`src/rtl/load_store_unit.sv`:
```
// Load/store unit: turns one core load/store request at a time into word-wide
// memory cycles, with read-modify-write for sub-word stores and sub-word load
// extraction. Misaligned, out-of-range and illegal requests are rejected
// without touching memory.
`timescale 1ns/1ps
module load_store_unit #(
   parameter int unsigned MEM_BYTES = 1024
) (
   input  logic        clk,
   input  logic        reset,
   input  logic        req_valid,
   output logic        req_ready,
   input  logic        req_we,
   input  logic [2:0]  req_funct3,
   input  logic [31:0] req_addr,
   input  logic [31:0] req_wdata,
   output logic        resp_valid,
   output logic        resp_err,
   output logic [31:0] resp_rdata,
   output logic        memRead,
   output logic        memWrite,
   output logic [31:0] address,
   output logic [31:0] writeData,
   input  logic [31:0] memData
);

   localparam logic [2:0] F3_B  = 3'b000;
   localparam logic [2:0] F3_H  = 3'b001;
   localparam logic [2:0] F3_W  = 3'b010;
   localparam logic [2:0] F3_BU = 3'b100;
   localparam logic [2:0] F3_HU = 3'b101;

   typedef enum logic [2:0] {S_IDLE, S_READ, S_WAIT, S_WRITE, S_RESP} state_t;

   state_t      state_q, state_d;
   logic        we_q, we_d;
   logic [2:0]  funct3_q, funct3_d;
   logic [31:0] addr_q, addr_d;
   logic [31:0] wdata_q, wdata_d;
   logic        err_q, err_d;
   logic [31:0] rdata_q, rdata_d;
   logic [31:0] wbuf_q, wbuf_d;

   logic        req_err_c;
   logic [32:0] req_last_c;
   logic [4:0]  shamt_c;
   logic [31:0] lane_c;
   logic [31:0] load_c;
   logic [31:0] merge_c;

   // Classify the incoming request: illegal code, misalignment or out of range.
   always_comb begin
      req_err_c  = 1'b0;
      req_last_c = {1'b0, req_addr[31:2], 2'b00} + 33'd3;
      unique case (req_funct3)
         F3_B:    req_err_c = 1'b0;
         F3_H:    req_err_c = req_addr[0];
         F3_W:    req_err_c = (req_addr[1:0] != 2'b00);
         F3_BU:   req_err_c = req_we;
         F3_HU:   req_err_c = req_we | req_addr[0];
         default: req_err_c = 1'b1;
      endcase
      if (req_last_c >= 33'(MEM_BYTES)) req_err_c = 1'b1;
   end

   // Extract the loaded lane and build the merged word for sub-word stores.
   always_comb begin
      shamt_c = {addr_q[1:0], 3'b000};
      lane_c  = memData >> shamt_c;
      unique case (funct3_q)
         F3_B:    load_c = {{24{lane_c[7]}}, lane_c[7:0]};
         F3_H:    load_c = {{16{lane_c[15]}}, lane_c[15:0]};
         F3_W:    load_c = memData;
         F3_BU:   load_c = {24'd0, lane_c[7:0]};
         F3_HU:   load_c = {16'd0, lane_c[15:0]};
         default: load_c = 32'd0;
      endcase
      if (funct3_q == F3_H)
         merge_c = (memData & ~(32'h0000_FFFF << shamt_c)) |
                   (32'(wdata_q[15:0]) << shamt_c);
      else
         merge_c = (memData & ~(32'h0000_00FF << shamt_c)) |
                   (32'(wdata_q[7:0]) << shamt_c);
   end

   // Next-state and datapath register updates.
   always_comb begin
      state_d  = state_q;
      we_d     = we_q;
      funct3_d = funct3_q;
      addr_d   = addr_q;
      wdata_d  = wdata_q;
      err_d    = err_q;
      rdata_d  = rdata_q;
      wbuf_d   = wbuf_q;
      unique case (state_q)
         S_IDLE: begin
            if (req_valid) begin
               we_d     = req_we;
               funct3_d = req_funct3;
               addr_d   = req_addr;
               wdata_d  = req_wdata;
               err_d    = req_err_c;
               rdata_d  = 32'd0;
               wbuf_d   = 32'd0;
               if (req_err_c)                     state_d = S_RESP;
               else if (req_we && req_funct3 == F3_W) state_d = S_WRITE;
               else                               state_d = S_READ;
            end
         end
         S_READ:  state_d = S_WAIT;
         S_WAIT: begin
            if (we_q) begin
               wbuf_d  = merge_c;
               state_d = S_WRITE;
            end else begin
               rdata_d = load_c;
               state_d = S_RESP;
            end
         end
         S_WRITE: state_d = S_RESP;
         S_RESP:  state_d = S_IDLE;
         default: state_d = S_IDLE;
      endcase
   end

   // State and request registers, cleared asynchronously by reset.
   always_ff @(posedge clk or posedge reset) begin
      if (reset) begin
         state_q  <= S_IDLE;
         we_q     <= 1'b0;
         funct3_q <= 3'd0;
         addr_q   <= 32'd0;
         wdata_q  <= 32'd0;
         err_q    <= 1'b0;
         rdata_q  <= 32'd0;
         wbuf_q   <= 32'd0;
      end else begin
         state_q  <= state_d;
         we_q     <= we_d;
         funct3_q <= funct3_d;
         addr_q   <= addr_d;
         wdata_q  <= wdata_d;
         err_q    <= err_d;
         rdata_q  <= rdata_d;
         wbuf_q   <= wbuf_d;
      end
   end

   // Outputs decoded from registers only; buses are zero when not strobed.
   assign req_ready  = (state_q == S_IDLE);
   assign memRead    = (state_q == S_READ);
   assign memWrite   = (state_q == S_WRITE);
   assign address    = (memRead || memWrite) ? {addr_q[31:2], 2'b00} : 32'd0;
   assign writeData  = memWrite ? ((funct3_q == F3_W) ? wdata_q : wbuf_q) : 32'd0;
   assign resp_valid = (state_q == S_RESP);
   assign resp_err   = resp_valid & err_q;
   assign resp_rdata = resp_valid ? rdata_q : 32'd0;

endmodule

```
`config.mk`:
```
export PLATFORM = sky130hd
export DESIGN_NAME = load_store_unit
export DESIGN_NICKNAME = d
export VERILOG_FILES = /design/src/rtl/load_store_unit.sv
export SDC_FILE = /design/constraint.sdc
export NUM_CORES = 1
export LEC_CHECK = 0
export CAP_MARGIN = 20
export CORE_MARGIN = 2
export CORE_UTILIZATION = 44
export DETAILED_ROUTE_END_ITERATION = 6
export PLACE_DENSITY = 0.84
export SLEW_MARGIN = 10
export SYNTH_ARGS = -nofsm -noshare
export SYNTH_HDL_FRONTEND = slang
export SYNTH_SLANG_ARGS = --single-unit
```
`constraint.sdc`:
```
create_clock -name clk -period 4.7 [get_ports clk]
set_input_delay 1.41 -clock clk [delete_from_list [all_inputs] [get_ports clk]]
set_output_delay 1.41 -clock clk [all_outputs]
set_load 0.01 [all_outputs]
```
==> results.py <==
metrics = {
    "power": {
        "pwr-share-seq_pct": 40.7,
        "ir_worst_vdd_v": 0.000230,
        "internal-power_uw": 2390,
        "p_leak_uw": 0.00443,
        "power-per-cell-area_nw_per_um2": 327,
        "p_switching_uw": 948,
        "p_comb_share_pct": 18.1,
        "p_sw_share_pct": 28.4,
        "pwr-share-clk_pct": 41.2,
    },
    "floorplanning": {
        "die_area_um2": 18000,
        "core_area_um2": 16600,
        "die_h_um": 134,
        "io_pins": 204,
        "die_x_um": 134,
        "rows": 47,
        "initial_core_util_pct": 45.0,
    },
    "placed_design": {
        "portBuffers": 201,
        "hpwl_um": 16900,
        "placed_area_um2": 9590,
        "place_ws_ns": 0.888,
        "gp_congestion": 0.933,
    },
    "worst_setup_path": {
        "path_class": "reg2out",
        "arrival_ns": 2.81,
        "cp_slowest_stage_delay_ns": 0.58,
        "crit_path_cell_trace": "nor2b_2, buf_4, nand2_1, buf_4, a21oi_1, clkdlybuf4s50_1",
        "required_ns": 3.29,
        "endpoint_kind": "output pin",
        "crit_top_cell": "buf_4",
        "startpoint_type": "flip-flop",
        "cp_max_fo": 32,
        "critPathSlowestCell": "clkdlybuf4s50_1",
    },
    "clocking": {
        "tritoncts": "done",
        "cts.sinks": 136,
        "cts_hold_buf": 0,
        "worst_skew_pair.late_latency_ns": 0.42,
        "cts-htree-levels": 4,
        "post-cts-setup-buffer-count": 0,
        "cts-resized-gates": 0,
        "cts_buffer_depth": 2,
        "cts-root-buf": "clkbuf_16",
        "clkTransAtPathRegs_ns": 0.05,
        "cts_buffers": 17,
    },
    "grt": {
        "grtUsageMet2_pct": 38.9,
        "first_global_vias": 6744,
        "grt_util_met1_pct": 34.5,
        "grt.busiest_layer": "met2",
        "grt_max_degree": 47,
        "grt_overflow": 0,
        "track_usage_pct": 25.6,
        "grt_antenna_before_repair": 0,
        "grt_first_pass_wirelength_um": 36200,
        "grt_util_met3_pct": 7.37,
    },
    "sta": {
        "clock_skew_ns": 0.00790,
        "tns_ns": 0,
        "fmax_mhz": 237,
        "holdWs_ns": 0.463,
        "rsz0062_at_grt": "no",
        "hold_viol_final": 0,
        "maxSlewHeadroom_pct": 23.0,
        "period_share_pct": 89.8,
        "period_needed_ns": 4.22,
        "drv_slew": 0,
        "finalWorstSetupSlack_ns": 0.477,
        "tightest_slew_ns": 1.15,
        "setup-violations-final": 0,
    },
    "final_layout": {
        "diodes": 0,
        "area_growth_pct": 36.6,
        "fin_nets": 1155,
        "fin_util_pct": 61.5,
        "final_cell_area_um2": 10200,
        "drive_above_1_share_pct": 6.88,
    },
    "routing": {
        "vias": 7189,
        "wirelength_um": 23300,
        "routed_via_density": 5.61,
        "drt_iter0_markers": 795,
        "wire_per_inst_um": 18.2,
        "drc": 0,
        "drt-pass1-iter-count": 6,
        "ant_nets": 0,
    },
    "flow_run": {
        "drv_cap": 0,
    },
    "synthesis": {
        "ys_ff_latch": 136,
        "yosysTopAreaCell": "dfrtp_1",
        "synth_top_area_share_pct": 45.6,
        "ys_seq_area_share_pct": 45.6,
        "synthFlopType": "dfrtp_1",
        "post-synth-top-count-cell": "nand2_1",
        "synth_cells": 877,
        "synth_edf_count": 0,
        "synth_area_um2": 7460,
        "syn_avg_cell_area_um2": 8.51,
        "synth_common_cells": "nand2_1 (287), dfrtp_1 (136), a21oi_1 (83)",
        "synthArstFlopShare_pct": 100,
        "netlist_top_cells_area": "dfrtp_1 (46%), nand2_1 (14%), and2_1 (5.6%), a21oi_1 (5.6%), a221o_1 (2.4%)",
        "yosysWarningCount": 0,
        "yosysUniqueCellTypes": 63,
    },
    "worst_hold_path": {
        "min_path_type": "reg2reg",
    },
    "run_status": {
        "outcome": "completed",
    },
}
[final cells by class]
type / count / area [um^2]
well taps: 220 / 275
inverters: 11 / 45.0
clock inverters: 8 / 118
multi-input cells: 665 / 3730
clock buffers: 24 / 492
repair buffers: 217 / 2130
flip-flops and latches: 136 / 3400
fillers: 1440 / 6390
[flip-flops by register name, summed over array words and instances, names as in the netlist]
signal	count
wdata_q	32
rdata_q	32
wbuf_q	32
state_q	3
we_q	1
addr_q	32
funct3_q	3
err_q	1
[final timing paths]
kind                       startpoint            to  slack, ns  cells past startpoint
max reg2reg                 addr_q[0]   rdata_q[31]       1.79                      5
min reg2reg                 addr_q[8]     addr_q[8]       0.46                      2
max in group asynchronous       reset    rdata_q[1]       2.55                      3
min                         addr_q[8]     addr_q[8]       0.46                      2
min in group asynchronous       reset    wbuf_q[22]       1.30                      2
max                        state_q[0]  writeData[8]       0.48                      6
[power groups by stage]
stage | Combinational (uW) | Sequential, uW | Clock, uW
after detailed placement | 592 | 1370 | 0
after CTS | 596 | 1350 | 1390
after floorplan | 401 | 1330 | 0
after global routing | 664 | 1370 | 1440
final | 603 | 1360 | 1370
after global placement | 584 | 1370 | 0
[kinds of logic (layout without fill, tap and decap cells)]
kind of cell             count (synthesis)  after routing  share of synthesized area, %
buffers and inverters                   77            260                          4.66
AND/OR/NAND/NOR                        434            434                          27.1
multiplexers                            14             14                          2.15
flip-flops                             136            136                          45.6
AO/OA/AOI/OAI                          211            211                          19.8
other                                    1              2                        0.0502
adder cells (fa/ha/maj)                  4              4                         0.670
[worst max-delay path: cells and delay by family, from the launching register on]
kind	cells	cell delay, ns
buffers and inverters	3	1.18
AO/OA/AOI/OAI	1	0.20
flip-flops	1	0.52
AND/OR/NAND/NOR	2	0.49
[routing by layer]
| layer | vias up | share of wire [%] |
|---|---|---|
| met5 | - | 0 |
| met4 | 0 | 2.9 |
| met3 | 45 | 11 |
| met2 | 380 | 45 |
| met1 | 3395 | 41 |
| li1 | 3369 | - |
[cell usage in the layout, fill, tap and decap left out, types with 9 or more instances in the layout]
master / instances
nand2_1: 286
clkdlybuf4s50_1: 201
dfrtp_1: 136
a21oi_1: 83
and2_1: 66
nand2b_1: 20
a221o_1: 18
a32oi_1: 18
clkbuf_16: 17
o2bb2ai_1: 16
buf_4: 16
nor2_1: 14
o21ai_0: 14
nor2b_1: 13
a22o_1: 11
inv_1: 9
[stage by stage]
| stage | total power (uW) | std cells |
|---|---|---|
| 2_1_floorplan | 1730 | 878 |
| 3_3_place_gp | 1960 | 1249 |
| 3_5_place_dp | 1970 | 1249 |
| 4_1_cts | 3340 | 1281 |
| 5_1_grt | 3480 | 1281 |
| 6_report | 3340 | 1281 |
No activity file was read; power rests on OpenSTA's default activity.
